**src/rtl/rf_mp.sv**
```systemverilog
// Multi-port integer register file: combinational reads with optional write bypass,
// per-register pending scoreboard and a registered multi-port write-collision flag.
module rf_mp #(
  parameter int unsigned XLEN   = 32,
  parameter int unsigned NREGS  = 32,
  parameter int unsigned NRD    = 2,
  parameter int unsigned NWR    = 1,
  parameter int unsigned BYPASS = 1,
  parameter int unsigned AW     = $clog2(NREGS)
) (
  input  logic                clk,
  input  logic                rst_n,
  input  logic [NRD*AW-1:0]   rd_addr_i,
  output logic [NRD*XLEN-1:0] rd_data_o,
  output logic [NRD-1:0]      rd_busy_o,
  input  logic [NWR-1:0]      wr_en_i,
  input  logic [NWR*AW-1:0]   wr_addr_i,
  input  logic [NWR*XLEN-1:0] wr_data_i,
  input  logic                sb_set_i,
  input  logic [AW-1:0]       sb_addr_i,
  output logic                wr_collision_o
);

  // Storage index width; AW may be wider (e.g. RV32E behind 5-bit decode fields).
  localparam int unsigned IW = $clog2(NREGS);

  logic [XLEN-1:0]  regs_q [NREGS];
  logic [XLEN-1:0]  regs_d [NREGS];
  logic [NREGS-1:0] sb_q, sb_d;
  logic             coll_q, coll_d;
  logic [NWR-1:0]   wr_ok;
  logic [AW-1:0]    rd_a;
  logic             rd_hit;

  // Non-zero and inside the implemented register range.
  function automatic logic addr_ok(input logic [AW-1:0] a);
    return (a != '0) && (32'(a) < NREGS);
  endfunction

  always_comb begin
    wr_ok = '0;
    for (int j = 0; j < NWR; j++) begin
      wr_ok[j] = wr_en_i[j] && addr_ok(wr_addr_i[j*AW +: AW]);
    end
  end

  // Higher-index write port wins by being applied last; set is applied after clears.
  always_comb begin
    regs_d = regs_q;
    sb_d   = sb_q;
    coll_d = 1'b0;
    for (int j = 0; j < NWR; j++) begin
      if (wr_ok[j]) begin
        regs_d[wr_addr_i[j*AW +: IW]] = wr_data_i[j*XLEN +: XLEN];
        sb_d[wr_addr_i[j*AW +: IW]]   = 1'b0;
        for (int k = j + 1; k < NWR; k++) begin
          if (wr_ok[k] && (wr_addr_i[k*AW +: AW] == wr_addr_i[j*AW +: AW])) coll_d = 1'b1;
        end
      end
    end
    if (sb_set_i && addr_ok(sb_addr_i)) sb_d[sb_addr_i[IW-1:0]] = 1'b1;
  end

  always_ff @(posedge clk or negedge rst_n) begin
    if (!rst_n) begin
      for (int r = 0; r < NREGS; r++) regs_q[r] <= '0;
      sb_q   <= '0;
      coll_q <= 1'b0;
    end else begin
      regs_q <= regs_d;
      sb_q   <= sb_d;
      coll_q <= coll_d;
    end
  end

  always_comb begin
    rd_data_o = '0;
    rd_busy_o = '0;
    rd_a      = '0;
    rd_hit    = 1'b0;
    for (int i = 0; i < NRD; i++) begin
      rd_a   = rd_addr_i[i*AW +: AW];
      rd_hit = 1'b0;
      if (addr_ok(rd_a)) begin
        rd_data_o[i*XLEN +: XLEN] = regs_q[rd_a[IW-1:0]];
        for (int j = 0; j < NWR; j++) begin
          if (wr_ok[j] && (wr_addr_i[j*AW +: AW] == rd_a)) begin
            rd_hit = 1'b1;
            if (BYPASS != 0) rd_data_o[i*XLEN +: XLEN] = wr_data_i[j*XLEN +: XLEN];
          end
        end
        rd_busy_o[i] = sb_q[rd_a[IW-1:0]] && !((BYPASS != 0) && rd_hit);
      end
    end
  end

  assign wr_collision_o = coll_q;

endmodule

```
**config.mk**
```make
export PLATFORM = sky130hd
export DESIGN_NAME = rf_mp
export DESIGN_NICKNAME = d
export VERILOG_FILES = /design/src/rtl/rf_mp.sv
export SDC_FILE = /design/constraint.sdc
export NUM_CORES = 2
export LEC_CHECK = 0
export CAP_MARGIN = 40
export CORE_MARGIN = 2
export CORE_UTILIZATION = 50
export DETAILED_ROUTE_END_ITERATION = 7
export HOLD_SLACK_MARGIN = 0.12
export PLACE_DENSITY_LB_ADDON = 0.3
export SETUP_SLACK_MARGIN = 0.02
export SYNTH_ARGS = -nofsm -noshare
export SYNTH_HDL_FRONTEND = slang
export SYNTH_SLANG_ARGS = --single-unit
```
**constraint.sdc**
```tcl
create_clock -name clk -period 3.2 [get_ports clk]
set_clock_uncertainty 0.2 [all_clocks]
set_input_delay 0.32 -clock clk [delete_from_list [all_inputs] [get_ports clk]]
set_output_delay 0.32 -clock clk [all_outputs]
set_load 0.1 [all_outputs]
```
==> metrics.log <==
INFO  metric run_status = completed
INFO  metric synth_largest_area_cell = sky130_fd_sc_hd__dfrtp_1
INFO  metric synthesis.area_per_instance = 13.8 um^2
INFO  metric crit_arrival = ~2700 ps
INFO  metric pre_cts_setup_slack = 55.3 ps
INFO  metric cts_root_buffer = sky130_fd_sc_hd__clkbuf_16
INFO  metric vias = ~40,000
INFO  metric static_leakage_power = 29.8 nW
INFO  metric timing.critical_path.to_type = output pin
INFO  metric synth_flop_cell = sky130_fd_sc_hd__dfrtp_1
INFO  metric startpoint_type = register
INFO  metric min_period_over_period = 99.5%
INFO  metric dp.cells = 5,609
INFO  metric routed_wire_per_std_cell = 32.8 um
INFO  metric number_of_global_route_vias_before_repair = 40,800
INFO  metric core_area = between 100,000 and 150,000 um^2
INFO  metric clkTransAtPathRegs = roughly 60 ps
INFO  metric drt-pass1-iter-count = 6
INFO  metric die_width = 341 um
INFO  metric critical_path.cell_chain = mux4_2 > mux2_4 > a221o_1 > a32o_2 > buf_12
INFO  metric critical_path_buf_inv_count = 1
INFO  metric die_area = between 100,000 and 150,000 um^2
INFO  metric ant_nets = 0
INFO  metric fillCellCount = 8,711
INFO  metric timing.critical_path.slowest_cell_delay = around 480 ps
INFO  metric globalRouteOverflowTotal = 0
INFO  metric synthTopCellsByArea = sky130_fd_sc_hd__dfrtp_1 46%, sky130_fd_sc_hd__mux2_2 20%, sky130_fd_sc_hd__mux4_2 13%
INFO  metric portion_of_synthesized_cell_area_occupied_by_the_leading_cell_type = 46.4%
INFO  metric final_layout_size_suffix_gt1_share = between 40 and 50%
INFO  metric placement_rows = between 100 and 150
INFO  metric postSynthRegisterBits = 1,056
INFO  metric hold_viol_final = 0
INFO  metric stdcell_area = 67,000 um^2
INFO  metric achievable-frequency = 314 MHz
INFO  metric power-per-cell-area = 619 nW/um^2
INFO  metric vdd.ir_drop.worst = 450 uV
INFO  metric ios = ~120
INFO  metric routabilityCongestion = between 0.8 and 0.9
INFO  metric post_synth_num_cell_types = 52
INFO  metric timing_worst_slew_pin_value = 805 ps
INFO  metric synth_edf_count = 0
INFO  metric grt_max_degree = 97
INFO  metric instances_no_fill = about 5,800
INFO  metric worst_path_max_delay_cell = sky130_fd_sc_hd__mux4_2
INFO  metric final.min_clock_period = between 3000 and 4000 ps
INFO  metric detailedPlacementHpwl = 122 mm
INFO  metric antenna_found_initial = 11
INFO  metric areaGrowthSynthToFinish = 17.8%
INFO  metric mostFrequentLayoutCell = sky130_fd_sc_hd__dfrtp_1
INFO  metric postSynthCellCount = 4,111
INFO  metric num_cts_buffers = 113
INFO  metric tritoncts_clock_tree = done
INFO  metric worst_hold_path_type = in -> async
INFO  metric cts_buffer_depth = 3
INFO  metric multi_input_comb_area = between 20,000 and 30,000 um^2
INFO  metric wl = 191 mm
INFO  metric drtIter0Drc = ~4,500
INFO  metric path_class = reg -> out
INFO  metric timing.final.max_slew_violations = 0
INFO  metric max-slew-margin-rel = 46.2%
INFO  metric synthesis.area = 56,900 um^2
INFO  metric grt_setup_unrepaired = true
INFO  metric sequential_cell_area = 26,400 um^2
INFO  metric nNetsFinal = 4,282
INFO  metric timing.final.setup_violations = 0
INFO  metric cp_data_required_time = 2680 ps
INFO  metric grt_first_pass_wirelength = 280 mm
INFO  metric power = between 0.04 and 0.05 W
INFO  metric crit_family = multiplexers
INFO  metric yosys_warnings = 0
INFO  metric clkLatencyLatePin = 710 ps
INFO  metric setup_slack = 15.1 ps
INFO  metric h-tree-depth = 3
INFO  metric ys_async_sr_fraction = 100%
INFO  metric tritoncts_num_sinks = 1,056
INFO  metric yosysSeqAreaShare = 46.4%
INFO  metric place.port_buffers = about 120
INFO  metric floorplan.initialDensity = 50.5%
INFO  metric hold_ws = about 170 ps
INFO  metric gr-usage-all-layers = around 33%
INFO  metric timing.critical_path.fanout_max = 3
INFO  metric timing.max_cap.violations = 0
INFO  metric fp.dieH = 341 um
INFO  metric post_synthesis_net_count = 4,167
INFO  metric placed_area = 62,900 um^2
INFO  metric drt_drc_violations_left = 0
INFO  metric layout.cells.most_common_list = 1,056 x sky130_fd_sc_hd__dfrtp_1, 1,011 x sky130_fd_sc_hd__mux2_2, 426 x sky130_fd_sc_hd__mux2i_1, 338 x sky130_fd_sc_hd__mux4_2, 227 x sky130_fd_sc_hd__buf_4
INFO  metric detail_route.vias_per_cell = 6.86
==> metrics by stage <==
stage | utilization (%) | TNS, ps
2_1_floorplan | - | 0
3_3_place_gp | 55.8 | 0
3_5_place_dp | 55.8 | 0
4_1_cts | 59.4 | -27.5
5_1_grt | 59.5 | -34.0
6_report | 59.5 | 0
==> power breakdown <==
| part | switching [W] | internal, W | leakage (nW) |
|---|---|---|---|
| logic | 0.00439 | 0.00513 | 14.3 |
| clock network | 0.00568 | 0.00839 | 1.95 |
| registers | 0.00199 | 0.0159 | 13.5 |
| total | 0.0121 | 0.0294 | 29.8 |
==> final timing paths <==
path | slack (ps) | end | startpoint | depth (start not counted)
worst min-delay path | 170 | regs_q[861]$_DFFE_PN0P_ | rst_n | 3
min in group clk | 190 | regs_q[1021]$_DFFE_PN0P_ | regs_q[1021]$_DFFE_PN0P_ | 0
worst max-delay path | 20 | rd_data_o[32] | regs_q[0]$_DFFE_PN0P_ | 5
max in group asynchronous | 2030 | regs_q[243]$_DFFE_PN0P_ | rst_n | 3
worst min register to register | 190 | regs_q[1021]$_DFFE_PN0P_ | regs_q[1021]$_DFFE_PN0P_ | 0
worst max register to register | 2070 | regs_q[528]$_DFFE_PN0P_ | regs_q[528]$_DFFE_PN0P_ | 2
==> registers in the layout, summed over array words and instances, names as in the netlist <==
| register | count |
|---|---|
| regs_q | 1024 |
| sb_q | 32 |
==> layout make-up <==
type	instances	area share, %
Multi-Input combinational cell	2583	42.8
Sequential cell	1056	39.4
Timing Repair Buffer	467	8.94
Clock buffer	163	5.00
Tap cell	1500	2.80
Clock inverter	45	0.965
Inverter	5	0.0280
Antenna cell	4	0.0149
==> worst reg2reg max path: stages, from the launching register on <==
cell	delay, ps
sky130_fd_sc_hd__dfrtp_1	400
sky130_fd_sc_hd__buf_4	140
sky130_fd_sc_hd__mux2_2	270
==> kinds of logic after synthesis <==
logic type | share of synthesized area (%)
AOI/OAI and AO/OA | 6.09
xor gates and xnor gates | 0.154
buffers and inverters | 3.66
DFF | 46.4
muxes | 41.2
other | 0.00659
and+or+nand+nor | 2.48
==> cell usage after synthesis (all sizes together), types with 9 or more instances <==
master,n
clkbuf,218
nor3,28
dfrtp,1056
o21ai,37
nor2,25
a22oi,129
nand2,180
buf,249
mux2i,426
a32o,36
a22o,43
o211ai,24
a211oi,34
nand3,9
a21oi,65
nand4,23
mux2,1025
o22ai,56
o221ai,31
mux4,338
==> per-layer routing <==
| metal | wire (um) | up-vias | part of all wire (%) | GRT usage, % |
|---|---|---|---|---|
| li1 | - | 16000 | - | - |
| met1 | 75800 | 21300 | 40 | 44.4 |
| met2 | 86900 | 2172 | 46 | 49.7 |
| met3 | 18500 | 502 | 9.7 | 8.00 |
| met4 | 9500 | 12 | 5.0 | 15.3 |
| met5 | 88 | - | 0.046 | 0 |
==> timing repair <==
action,in CTS,in global routing
buffers inserted,0,1
pin swaps,0,3
resized for setup,5,20
hold buffers,2,0
setup endpoints to repair,8,34
hold endpoints to repair,734,0
No activity file was read; power rests on OpenSTA's default activity.
